<file path="src/rtl/hex_display_bank.sv">
// Multi-digit seven-segment hex driver: captures packed nibbles on load, decodes to
// active-low glyphs with per-digit blinking, leading-zero blanking and a scanned output.
module hex_display_bank #(
    parameter int DIGITS    = 4,
    parameter int BLINK_DIV = 25000000,
    parameter int SCAN_DIV  = 50000
) (
    input  logic                  clk,
    input  logic                  reset,
    input  logic                  load,
    input  logic [4*DIGITS-1:0]   value,
    input  logic [DIGITS-1:0]     blink_en,
    input  logic                  lzb,
    input  logic                  scan_mode,
    output logic [7*DIGITS-1:0]   hex_seg,
    output logic [6:0]            scan_seg,
    output logic [DIGITS-1:0]     scan_sel,
    output logic                  blink_phase
);

    localparam int BW = $clog2(BLINK_DIV);
    localparam int PW = (SCAN_DIV > 1) ? $clog2(SCAN_DIV) : 1;
    localparam int IW = (DIGITS > 1) ? $clog2(DIGITS) : 1;
    localparam logic [6:0] BLANK = 7'h7F;

    function automatic logic [6:0] f_glyph(input logic [3:0] nib);
        logic [6:0] seg;
        case (nib)
            4'h0: seg = 7'h40;
            4'h1: seg = 7'h79;
            4'h2: seg = 7'h24;
            4'h3: seg = 7'h30;
            4'h4: seg = 7'h19;
            4'h5: seg = 7'h12;
            4'h6: seg = 7'h02;
            4'h7: seg = 7'h78;
            4'h8: seg = 7'h00;
            4'h9: seg = 7'h18;
            4'hA: seg = 7'h08;
            4'hB: seg = 7'h03;
            4'hC: seg = 7'h46;
            4'hD: seg = 7'h21;
            4'hE: seg = 7'h06;
            default: seg = 7'h0E;
        endcase
        return seg;
    endfunction

    logic [4*DIGITS-1:0] r_disp;
    logic [BW-1:0]       r_blink_cnt;
    logic                r_blink_phase;
    logic [PW-1:0]       r_pre;
    logic [IW-1:0]       r_idx;
    logic [7*DIGITS-1:0] r_hex_seg;
    logic [6:0]          r_scan_seg;
    logic [DIGITS-1:0]   r_scan_sel;

    logic                w_blink_wrap;
    logic                w_pre_wrap;
    logic [IW-1:0]       w_idx_next;
    logic [DIGITS:0]     w_zero_from;
    logic [DIGITS-1:0]   w_blank;
    logic [7*DIGITS-1:0] w_seg_next;
    logic [6:0]          w_scan_seg_next;
    logic [DIGITS-1:0]   w_scan_sel_next;

    always_ff @(posedge clk or posedge reset) begin
        if (reset) begin
            r_disp <= '0;
        end else if (load) begin
            r_disp <= value;
        end
    end

    assign w_blink_wrap = (r_blink_cnt == BW'(BLINK_DIV - 1));

    always_ff @(posedge clk or posedge reset) begin
        if (reset) begin
            r_blink_cnt   <= '0;
            r_blink_phase <= 1'b0;
        end else if (w_blink_wrap) begin
            r_blink_cnt   <= '0;
            r_blink_phase <= ~r_blink_phase;
        end else begin
            r_blink_cnt   <= r_blink_cnt + 1'b1;
        end
    end

    // w_zero_from[i]: nibble i and every nibble above it are zero.
    always_comb begin
        w_zero_from         = '0;
        w_zero_from[DIGITS] = 1'b1;
        for (int i = DIGITS - 1; i >= 0; i--) begin
            w_zero_from[i] = w_zero_from[i+1] && (r_disp[4*i +: 4] == 4'h0);
        end
    end

    for (genvar g = 0; g < DIGITS; g++) begin : g_digit
        if (g == 0) begin : g_lsd
            assign w_blank[g] = blink_en[g] && r_blink_phase;
        end else begin : g_upper
            assign w_blank[g] = (lzb && w_zero_from[g]) || (blink_en[g] && r_blink_phase);
        end
        assign w_seg_next[7*g +: 7] = w_blank[g] ? BLANK : f_glyph(r_disp[4*g +: 4]);
    end

    assign w_pre_wrap = (r_pre == PW'(SCAN_DIV - 1));
    assign w_idx_next = (r_idx == IW'(DIGITS - 1)) ? '0 : r_idx + 1'b1;

    always_ff @(posedge clk or posedge reset) begin
        if (reset) begin
            r_pre <= '0;
            r_idx <= '0;
        end else if (!scan_mode) begin
            r_pre <= '0;
            r_idx <= '0;
        end else if (w_pre_wrap) begin
            r_pre <= '0;
            r_idx <= w_idx_next;
        end else begin
            r_pre <= r_pre + 1'b1;
        end
    end

    // Select and glyph come from the same index so they can never disagree.
    always_comb begin
        w_scan_sel_next = '1;
        w_scan_seg_next = BLANK;
        if (scan_mode) begin
            for (int i = 0; i < DIGITS; i++) begin
                if (r_idx == IW'(i)) begin
                    w_scan_sel_next[i] = 1'b0;
                    w_scan_seg_next    = w_seg_next[7*i +: 7];
                end
            end
        end
    end

    always_ff @(posedge clk or posedge reset) begin
        if (reset) begin
            r_hex_seg  <= {DIGITS{BLANK}};
            r_scan_seg <= BLANK;
            r_scan_sel <= '1;
        end else begin
            r_hex_seg  <= w_seg_next;
            r_scan_seg <= w_scan_seg_next;
            r_scan_sel <= w_scan_sel_next;
        end
    end

    assign hex_seg     = r_hex_seg;
    assign scan_seg    = r_scan_seg;
    assign scan_sel    = r_scan_sel;
    assign blink_phase = r_blink_phase;

endmodule

</file>
<file path="config.mk">
export PLATFORM = sky130hd
export DESIGN_NAME = hex_display_bank
export DESIGN_NICKNAME = d
export VERILOG_FILES = /design/src/rtl/hex_display_bank.sv
export SDC_FILE = /design/constraint.sdc
export NUM_CORES = 1
export LEC_CHECK = 0
export ABC_AREA = 1
export BUFFER_PORTS_ARGS = -buffer_cell sky130_fd_sc_hd__buf_2
export CORE_MARGIN = 2
export CORE_UTILIZATION = 30
export DETAILED_ROUTE_END_ITERATION = 12
export GPL_ROUTABILITY_DRIVEN = 0
export SLEW_MARGIN = 15
export SYNTH_ARGS = -nofsm -noshare
export SYNTH_HDL_FRONTEND = slang
export SYNTH_SLANG_ARGS = --single-unit
</file>
<file path="constraint.sdc">
create_clock -name clk -period 5.3 [get_ports clk]
set_input_delay 1.06 -clock clk [delete_from_list [all_inputs] [get_ports clk]]
set_output_delay 1.06 -clock clk [all_outputs]
set_load 0.02 [all_outputs]
</file>
==> results.sh <==
export IMPL_critPathMaxStageDelay_ns=0.60
export IMPL_yosys_area_top_type_share_pct=27.62
export IMPL_cp_start_kind="register"
export IMPL_reg2reg_slack_ns=3.24
export IMPL_vias=4394
export IMPL_maxSlewHeadroom_pct=45.95
export IMPL_fin_crit_ns=2.254
export IMPL_clock_fmax_mhz=443.6
export IMPL_path_delay_family="flip-flops"
export IMPL_grt_overflow=0
export IMPL_grt_max_degree=66
export IMPL_synth_edff_count=0
export IMPL_reg2regPathDepth=6
export IMPL_yosys_top_cells_area="dfrtp_1, dfstp_2, nand2_1, nor2_1, ha_1"
export IMPL_ys_ff_latch=99
export IMPL_synth_cell_types=36
export IMPL_clock_sinks=99
export IMPL_fin_crit_sh_pct=42.53
export IMPL_min_path_cells=1
export IMPL_dieArea_sq_um=19210
export IMPL_power_density_nw_per_um2=304.7
export IMPL_finalPower_uw=1911
export IMPL_crit_required_ns=4.24
export IMPL_hold_slack_ns=0.4626
export IMPL_post_synth_top_area_cell="dfrtp_1"
export IMPL_synth_nets=736
export IMPL_finalSetupViolCount=0
export IMPL_rsz0062_at_grt="no"
export IMPL_drive_gt1_share_pct=19.10
export IMPL_yosysWarningCount=0
export IMPL_antennaDiodeCount=0
export IMPL_hpwl_mm=9.522
export IMPL_syn_inst=687
export IMPL_worst_setup_path_type="register to output port"
export IMPL_async_reset_ff_share_pct=100.0
export IMPL_routedWlPerCell_um=12.81
export IMPL_yosysMostFrequentCell="nand2_1"
export IMPL_drc=0
export IMPL_grt_pass1_wl_mm=21.05
export IMPL_crit_chain="buf_2"
export IMPL_p_leak_uw=0.003038
export IMPL_io_pins=65
export IMPL_vias_per_cell=4.470
export IMPL_tritoncts_num_buffers=9
export IMPL_die_w_um=138.6
export IMPL_ctsResizeCount=0
export IMPL_drt_wl_total_mm=12.59
export IMPL_status="finished clean"
export IMPL_fill_cells=1847
export IMPL_initial_core_util_pct=30.47
export IMPL_clock_skew_ns=0.01040
export IMPL_finish_instance_area_sq_um=6274
export IMPL_die_y_um=138.6
export IMPL_initialDrtViolationCount=259
export IMPL_drtPass1Iterations=4
export IMPL_synth_common_cells="nand2_1, nor2_1, inv_1, dfrtp_1, nand3_1"
export IMPL_ir_worst_vdd_mv=0.2051
export IMPL_cap_violations=0
export IMPL_critPathBufInv=1
export IMPL_row_count=49
export IMPL_worst_slew_pin_slew_ns=0.8107
export IMPL_drtAntennaViolNets=0
export IMPL_holdBufCountCts=0
export IMPL_grt_antenna_before_repair=0
export IMPL_finish_utilization_pct=35.16
export IMPL_cp_arrival_ns=1.19
export IMPL_clockBufferDepth=2
export IMPL_end_kind="output port"
export IMPL_detailed_place_area_sq_um=5981
export IMPL_fin_nets=798
export IMPL_cts_tree="built"
export IMPL_slew_violations=0
export IMPL_syn_avg_cell_area_sq_um=7.913
export IMPL_critPathMaxFanout=6
export IMPL_post_cts_setup_buffers=0
export IMPL_core_area_sq_um=17840
export IMPL_ctsHtreeMaxLevel=3
export IMPL_synthFlopType="dfrtp_1"
export IMPL_finalHoldViolations=0
export IMPL_hp_class="register to register"
export IMPL_clk_latency_ns=0.36
export IMPL_fin_tns_setup_ns=0
export IMPL_areaGrowthSynthToFinish_pct=15.40
export IMPL_cp_depth=1
export IMPL_grt_use_total_pct=13.55
export IMPL_clockRootBuffer="clkbuf_16"
export IMPL_slowest_stage="dfrtp_1"
export IMPL_grt_pass1_vias=4211
export IMPL_synth_area_sq_um=5436
export IMPL_clkSlewWorstSetupHoldPaths_ns=0.07
export IMPL_synth_seq_area_share_pct=46.47
export IMPL_portBuffers=64
## worst paths after layout
check	startpoint	end
setup / recovery	blink_phase$_DFFE_PP0N_	blink_phase
hold / removal	r_pre[0]$_DFF_PP0_	r_pre[0]$_DFF_PP0_
setup reg to reg	r_blink_cnt[0]$_DFF_PP0_	blink_phase$_DFFE_PP0N_
hold reg to reg	r_pre[0]$_DFF_PP0_	r_pre[0]$_DFF_PP0_
max in group asynchronous	reset	hex_seg[24]$_DFF_PP1_
min in group asynchronous	reset	r_pre[6]$_DFF_PP0_
## through the flow
stage	worst slack (ns)	cells
floorplan	1.714	687
global placement	3.003	967
detailed placement	2.995	967
CTS	3.073	983
global route	2.996	983
finish	3.046	983
## kinds of logic (layout without fill, tap and decap cells)
| group | Yosys count | count (layout) | share of synthesized area, % |
|---|---|---|---|
| xor+xnor | 24 | 24 | 3.866 |
| simple gates | 382 | 382 | 30.89 |
| compound gates | 63 | 63 | 6.329 |
| flops | 99 | 99 | 46.47 |
| buf+inv | 95 | 162 | 6.928 |
| fa+ha+maj | 24 | 24 | 5.524 |
## power by group
group	internal, uW	switching, uW
Clock	341	307
Sequential	854	46.2
Combinational	116	248
## layout by cell type, fill, tap and decap left out, types with 24 or more instances in the layout
cell	instances
nand2_1	190
nor2_1	93
inv_1	76
buf_2	64
dfrtp_1	60
nand3_1	46
dfstp_2	39
o21ai_0	29
a21oi_1	24
ha_1	24
## worst reg2reg max path: cells and delay by family (launching register included)
kind,cells,cell delay (ns)
AND/OR/NAND/NOR,3,0.86
flip-flops,1,0.48
adder cells (fa/ha/maj),1,0.33
XOR/XNOR,1,0.13
buffers and inverters,1,0.10
## state kept, by name, indices dropped and copies added, names as in the netlist
register and flops:
scan_seg 7, r_blink_cnt 25, scan_sel 4, r_pre 16
hex_seg 28, r_disp 16, blink_phase 1, r_idx 2
## final cells by class
| cell class | count | area (sq um) | area share (%) |
|---|---|---|---|
| repair buffers | 65 | 327.8 | 5.225 |
| clock inverters | 6 | 53.80 | 0.8576 |
| clock buffers | 10 | 239.0 | 3.809 |
| flip-flops and latches | 99 | 2526 | 40.27 |
| well taps | 229 | 286.5 | 4.567 |
| inverters | 81 | 306.5 | 4.886 |
| multi-input cells | 493 | 2534 | 40.39 |
## per-layer routing
metal / track usage (%) / vias to the layer above / part of all wire, %
li1: - / 2295 / -
met1: 18.09 / 1996 / 48
met2: 21.55 / 90 / 46
met3: 3.557 / 13 / 4.5
met4: 4.519 / 0 / 1.9
met5: 0 / - / 0
(Power assumes the default switching activity.)
